$ cat config.mk
export PLATFORM = sky130hd
export DESIGN_NAME = patch_trigger_ctrl
export DESIGN_NICKNAME = d
export VERILOG_FILES = /design/src/rtl/patch_trigger_ctrl.sv
export SDC_FILE = /design/constraint.sdc
export NUM_CORES = 1
export LEC_CHECK = 0
export CELL_PAD_IN_SITES_DETAIL_PLACEMENT = 0
export CELL_PAD_IN_SITES_GLOBAL_PLACEMENT = 1
export CORE_ASPECT_RATIO = 1.4
export CORE_MARGIN = 3
export CORE_UTILIZATION = 40
export CTS_BUF_LIST = sky130_fd_sc_hd__clkbuf_4 sky130_fd_sc_hd__clkbuf_8
export DETAILED_ROUTE_END_ITERATION = 10
export PLACE_DENSITY_LB_ADDON = 0.1
export SYNTH_ARGS = -nofsm -noshare
export SYNTH_HDL_FRONTEND = slang
export SYNTH_SLANG_ARGS = --single-unit
$ cat constraint.sdc
create_clock -name clk -period 3.5 [get_ports clk]
set_input_delay 0.7 -clock clk [delete_from_list [all_inputs] [get_ports clk]]
set_output_delay 0.7 -clock clk [all_outputs]
set_load 0.03 [all_outputs]
$ cat src/rtl/patch_trigger_ctrl.sv
// patch_trigger_ctrl: trigger/override controller for one datapath patch point.
//
// It compares the observe bits against a programmed value/mask. After a match
// it waits a programmed delay. It then replaces the masked bits of the
// controlled signal for a programmed duration. When the override ends it
// either re-arms or parks in DONE (oneshot).
//
// Ports:
//   clk, rst          clock, synchronous active-high reset
//   observe_in        observe bits from the patch point
//   ctrl_in/ctrl_out  original control value in, (possibly patched) value out
//   cfg_we/addr/wdata configuration write port (8 registers, 8 bits each)
//   cfg_rdata         combinational read of the register at cfg_addr
//   patch_active      high while the override is applied
//   patch_done        high in DONE
module patch_trigger_ctrl #(
  parameter int OBS_W = 1,
  parameter int CTL_W = 2
) (
  input  logic             clk,
  input  logic             rst,
  input  logic [OBS_W-1:0] observe_in,
  input  logic [CTL_W-1:0] ctrl_in,
  output logic [CTL_W-1:0] ctrl_out,
  input  logic             cfg_we,
  input  logic [2:0]       cfg_addr,
  input  logic [7:0]       cfg_wdata,
  output logic [7:0]       cfg_rdata,
  output logic             patch_active,
  output logic             patch_done
);

  typedef enum logic [2:0] {
    ST_IDLE     = 3'd0,
    ST_ARMED    = 3'd1,
    ST_DELAY    = 3'd2,
    ST_OVERRIDE = 3'd3,
    ST_DONE     = 3'd4
  } state_t;

  state_t           state_r, state_nxt_s;
  logic [7:0]       cnt_r, cnt_nxt_s;
  logic             enable_r, oneshot_r;
  logic [OBS_W-1:0] match_val_r, match_mask_r;
  logic [7:0]       delay_r, duration_r;
  logic [CTL_W-1:0] ovr_val_r, ovr_mask_r;
  logic [7:0]       hit_cnt_r;

  logic ctrl_wr_s, dis_wr_s, en_wr_s, hit_clr_s, match_s, fire_s, active_s;

  // Decode configuration strobes and the trigger match.
  always_comb begin
    ctrl_wr_s = cfg_we && (cfg_addr == 3'd0);
    dis_wr_s  = ctrl_wr_s && !cfg_wdata[0];
    en_wr_s   = ctrl_wr_s && cfg_wdata[0];
    hit_clr_s = cfg_we && (cfg_addr == 3'd7);
    match_s   = (((observe_in ^ match_val_r) & match_mask_r) == {OBS_W{1'b0}});
  end

  // State and counter register.
  always_ff @(posedge clk) begin
    if (rst) begin
      state_r <= ST_IDLE;
      cnt_r   <= 8'd0;
    end else begin
      state_r <= state_nxt_s;
      cnt_r   <= cnt_nxt_s;
    end
  end

  // Next-state logic; a disable write overrides every other event.
  always_comb begin
    state_nxt_s = state_r;
    cnt_nxt_s   = cnt_r;
    fire_s      = 1'b0;
    if (dis_wr_s) begin
      state_nxt_s = ST_IDLE;
      cnt_nxt_s   = 8'd0;
    end else begin
      case (state_r)
        ST_IDLE: begin
          if (en_wr_s) begin
            state_nxt_s = ST_ARMED;
          end else begin
            state_nxt_s = ST_IDLE;
          end
        end
        ST_ARMED: begin
          if (match_s) begin
            if (delay_r == 8'd0) begin
              state_nxt_s = ST_OVERRIDE;
              cnt_nxt_s   = duration_r - 8'd1;
              fire_s      = 1'b1;
            end else begin
              state_nxt_s = ST_DELAY;
              cnt_nxt_s   = delay_r - 8'd1;
            end
          end else begin
            state_nxt_s = ST_ARMED;
          end
        end
        ST_DELAY: begin
          if (cnt_r == 8'd0) begin
            state_nxt_s = ST_OVERRIDE;
            cnt_nxt_s   = duration_r - 8'd1;
            fire_s      = 1'b1;
          end else begin
            cnt_nxt_s = cnt_r - 8'd1;
          end
        end
        ST_OVERRIDE: begin
          // DURATION=0 means hold until disabled; registers are frozen outside IDLE.
          if (duration_r == 8'd0) begin
            state_nxt_s = ST_OVERRIDE;
          end else if (cnt_r == 8'd0) begin
            state_nxt_s = oneshot_r ? ST_DONE : ST_ARMED;
            cnt_nxt_s   = 8'd0;
          end else begin
            cnt_nxt_s = cnt_r - 8'd1;
          end
        end
        ST_DONE: begin
          state_nxt_s = ST_DONE;
        end
        default: begin
          state_nxt_s = ST_IDLE;
          cnt_nxt_s   = 8'd0;
        end
      endcase
    end
  end

  // Configuration registers and hit counter; a clear write beats an increment.
  always_ff @(posedge clk) begin
    if (rst) begin
      enable_r     <= 1'b0;
      oneshot_r    <= 1'b0;
      match_val_r  <= {OBS_W{1'b0}};
      match_mask_r <= {OBS_W{1'b0}};
      delay_r      <= 8'd0;
      duration_r   <= 8'd0;
      ovr_val_r    <= {CTL_W{1'b0}};
      ovr_mask_r   <= {CTL_W{1'b0}};
      hit_cnt_r    <= 8'd0;
    end else begin
      if (ctrl_wr_s) begin
        enable_r  <= cfg_wdata[0];
        oneshot_r <= cfg_wdata[1];
      end
      if (cfg_we && (state_r == ST_IDLE)) begin
        case (cfg_addr)
          3'd1:    match_val_r  <= cfg_wdata[OBS_W-1:0];
          3'd2:    match_mask_r <= cfg_wdata[OBS_W-1:0];
          3'd3:    delay_r      <= cfg_wdata;
          3'd4:    duration_r   <= cfg_wdata;
          3'd5:    ovr_val_r    <= cfg_wdata[CTL_W-1:0];
          3'd6:    ovr_mask_r   <= cfg_wdata[CTL_W-1:0];
          default: begin end
        endcase
      end
      if (hit_clr_s) begin
        hit_cnt_r <= 8'd0;
      end else if (fire_s && (hit_cnt_r != 8'hFF)) begin
        hit_cnt_r <= hit_cnt_r + 8'd1;
      end
    end
  end

  // Status decode and the override mux on the controlled signal.
  always_comb begin
    active_s     = (state_r == ST_OVERRIDE);
    patch_active = active_s;
    patch_done   = (state_r == ST_DONE);
    if (active_s) begin
      ctrl_out = (ctrl_in & ~ovr_mask_r) | (ovr_val_r & ovr_mask_r);
    end else begin
      ctrl_out = ctrl_in;
    end
  end

  // Register readback; unused upper bits read as zero.
  always_comb begin
    cfg_rdata = 8'd0;
    case (cfg_addr)
      3'd0:    cfg_rdata[1:0]       = {oneshot_r, enable_r};
      3'd1:    cfg_rdata[OBS_W-1:0] = match_val_r;
      3'd2:    cfg_rdata[OBS_W-1:0] = match_mask_r;
      3'd3:    cfg_rdata            = delay_r;
      3'd4:    cfg_rdata            = duration_r;
      3'd5:    cfg_rdata[CTL_W-1:0] = ovr_val_r;
      3'd6:    cfg_rdata[CTL_W-1:0] = ovr_mask_r;
      3'd7:    cfg_rdata            = hit_cnt_r;
      default: cfg_rdata            = 8'd0;
    endcase
  end

endmodule

==> results_dict.tcl, run 1 <==
set metrics [dict create \
    rsz0062_at_grt "false" \
    via_per_inst 5.44 \
    cp_max_fo 4 \
    max-vdd-ir-drop_mv 0.219 \
    rrSetupSlack_ns 0.97 \
    antenna_found_initial 0 \
    cts_resized 0 \
    clock_skew_ns 0.00941 \
    slew_headroom 0.558 \
    crit_type "primary input to primary output" \
    fin_nets 378 \
    critPathArrivalTime_ns 2.65 \
    cts_tree "yes" \
    cts.sinks 43 \
    fmax_ghz 0.299 \
    finalHoldViolations 0 \
    dieArea_sq_um 7880 \
    syn_to_final_growth_pct 17.8 \
    min_period_ns 3.35 \
    critPathMaxStageDelay_ns 0.59 \
    root_buffer "clkbuf_8" \
    coreArea_sq_um 6610 \
    initial_core_util 0.414 \
    ios 29 \
    hp-class "flop to flop" \
    grt_pass1_vias 2339 \
    drv_slew 0 \
    diodes 0 \
    fp.dieH_um 104 \
    hold_depth 1 \
    setup_tns_ns 0 \
    clk_latency_ns 0.30 \
    io_buffers 28 \
    synth-seq-area-share 0.315 \
    drtIter0Drc 114 \
    cp_top_family "buffers and inverters" \
    drt-pass1-iter-count 4 \
    dp.final_hpwl_um 5930 \
    ant_nets 0 \
    synth_cells 328 \
    grt_pass1_wl_um 12200 \
    drive_gt1_frac 0.120 \
    ys_types 61 \
    synth_flop_cell "dfxtp_1" \
    cp.required_ns 2.80 \
    p_per_area_nw_per_um2 409 \
    clk_path_buf_depth 2 \
    status "completed" \
    multi_input_area_sq_um 1730 \
    synth-seq-cells 43 \
    path_buf_inv 2 \
    p_leak_nw 1.18 \
    slowest_stage "clkdlybuf4s50_1" \
    fin_area_sq_um 3220 \
    grt_max_degree 25 \
    setup_viol 0 \
    clk_pin_slew_ns 0.08 \
    cts_hold_buf 0 \
    worst_setup_path_end_kind "primary output" \
    path_cells "clkdlybuf4s50_1, mux2i_1, nor2_1, mux2_2, a221oi_1, nor2_1, clkdlybuf4s50_1" \
    start_kind "primary input" \
    drv_cap 0 \
    htreeDepth 2 \
    synth_area_sq_um 2740 \
    synth_edf_count 0 \
    tightest_slew_ns 0.657 \
    r2r-start "delay_r[0]" \
    yosysWarningCount 0 \
    nFillCells 654 \
    layout.area.seq_sq_um 861 \
    fp.dieW_um 75.9 \
    row_count 35 \
    hold_ws_ns 0.492 \
    syn_nets 350 \
    cts_setup_buffers 0 \
    synth_area_per_cell_sq_um 8.34 \
    post_drt_wl_per_cell_um 16.6 \
    post_dp_cell_area_sq_um 3090 \
    worstReg2RegEnd "hit_cnt_r[7]" \
    gp_congestion 0.854 \
    grt_use_total 0.202 \
    cts_inserted_buffers 5 \
    synthArstFlopShare 0 \
    hold_end "cnt_r[7]" \
    min_from "cnt_r[7]" \
    vias 2441 \
    period_share 0.957 \
    grt-ovfl-total 0 \
    reg2reg_depth 7 \
    drc 0 \
    wirelength_um 7460 \
]
==> registers in the layout, indices dropped and copies added (netlist names), 2 cells and up <==
signal	count
cnt_r	8
duration_r	8
delay_r	8
ovr_val_r	2
hit_cnt_r	8
ovr_mask_r	2
state_r	3
==> Yosys cell counts (all sizes together), types with 6 or more instances <==
master	count	area, sq um
a22o	14	124
clkbuf	10	41.3
a21oi	25	125
dfxtp	43	861
nand2	26	97.6
nor3b	9	67.6
mux2i	22	220
nand3	13	65.1
xor2	6	52.6
or3	6	37.5
o21ai	11	55.1
inv	12	45.0
nor2	39	146
nor3	9	61.3
==> per-stage QoR <==
stage          total power, mW  setup WS [ns]   util  cells
3_5_place_dp             0.863          0.148  0.467    441
3_3_place_gp             0.865          0.175  0.467    441
5_1_grt                   1.39        0.00300  0.487    449
4_1_cts                   1.34          0.146  0.487    449
2_1_floorplan            0.784          0.747      -    328
6_report                  1.32          0.150  0.487    449
==> cell type report <==
type | count | share of cell area
multi-input combinational | 257 | 0.538
clock inverter | 3 | 0.0210
inverter | 12 | 0.0140
timing repair buffer | 37 | 0.103
clock buffer | 5 | 0.0214
tap | 92 | 0.0357
sequential | 43 | 0.267
==> worst max path at each step <==
stage / startpoint / endpoint / slack (ns) / cells after the start
after CTS: cfg_addr[0] / cfg_rdata[0] / 0.15 / 7
final: cfg_addr[0] / cfg_rdata[0] / 0.15 / 7
after global placement: cfg_addr[0] / cfg_rdata[0] / 0.17 / 7
after detailed placement: cfg_addr[0] / cfg_rdata[0] / 0.15 / 7
after floorplan: cfg_addr[0] / cfg_rdata[1] / 0.75 / 4
after global routing: cfg_addr[0] / cfg_rdata[0] / 0.003 / 7
==> where the power goes <==
| part | internal, mW | switching [mW] |
|---|---|---|
| registers | 0.508 | 0.0281 |
| clock network | 0.285 | 0.183 |
| logic | 0.137 | 0.178 |
==> layer usage <==
layer,vias up,track usage,routed length (um)
li1,1261,-,-
met1,1140,0.259,3170
met2,34,0.345,4060
met3,6,0.0301,155
met4,0,0.0475,68
met5,-,0,0
==> cell usage in the layout (no fill, tap or decap), drive strengths merged, types with 3 or more instances in the layout <==
master         synthesis  final
nand3                 13     13
inv                   12     12
o21ai                 11     11
nor2b                  4      4
a22o                  14     14
dfxtp                 43     43
mux2i                 22     22
a31oi                  4      4
buf                    5     16
nor4                   3      3
clkbuf                10      5
xor2                   6      6
a21oi                 25     25
xnor2                  5      5
clkdlybuf4s50          0     21
or3b                   4      4
nor2                  39     39
nor4b                  3      3
or3                    6      6
o22ai                  5      5
nand2b                 3      3
ha                     5      5
and2                   4      4
mux2                   5      5
nor3b                  9      9
nand2                 26     26
nor3                   9      9
==> cell families (layout without fill, tap and decap cells) <==
kind of cell | count (synthesis) | count (layout) | synth area share
adder cells (fa/ha/maj) | 5 | 5 | 0.0229
AND/OR/NAND/NOR | 135 | 135 | 0.264
buffers and inverters | 28 | 57 | 0.0535
XOR/XNOR | 11 | 11 | 0.0352
flip-flops | 43 | 43 | 0.315
multiplexers | 28 | 28 | 0.109
AO/OA/AOI/OAI | 78 | 78 | 0.200
==> worst reg2reg max path, cell delays in order, from the launching register on <==
cell       delay (ns)
dfxtp_1          0.39
inv_1            0.11
ha_1             0.16
or4b_4           0.51
a2111oi_4        0.37
o211ai_2         0.26
or4_1            0.52
a21oi_1          0.14
No activity file was read; power rests on OpenSTA's default activity.
==> run 2: changes to the inputs <==
--- a/config.mk
+++ b/config.mk
@@ -5,6 +5,7 @@
 export SDC_FILE = /design/constraint.sdc
 export NUM_CORES = 1
 export LEC_CHECK = 0
+export CAP_MARGIN = 20
 export CELL_PAD_IN_SITES_DETAIL_PLACEMENT = 0
 export CELL_PAD_IN_SITES_GLOBAL_PLACEMENT = 1
 export CORE_ASPECT_RATIO = 1.4
@@ -13,6 +14,8 @@
 export CTS_BUF_LIST = sky130_fd_sc_hd__clkbuf_4 sky130_fd_sc_hd__clkbuf_8
 export DETAILED_ROUTE_END_ITERATION = 10
 export PLACE_DENSITY_LB_ADDON = 0.1
+export SKIP_CTS_REPAIR_TIMING = 1
 export SYNTH_ARGS = -nofsm -noshare
 export SYNTH_HDL_FRONTEND = slang
 export SYNTH_SLANG_ARGS = --single-unit
+export TNS_END_PERCENT = 10
==> results of run 2 <==
No change in the layout: final DEF, timing and power equal those of run 1.
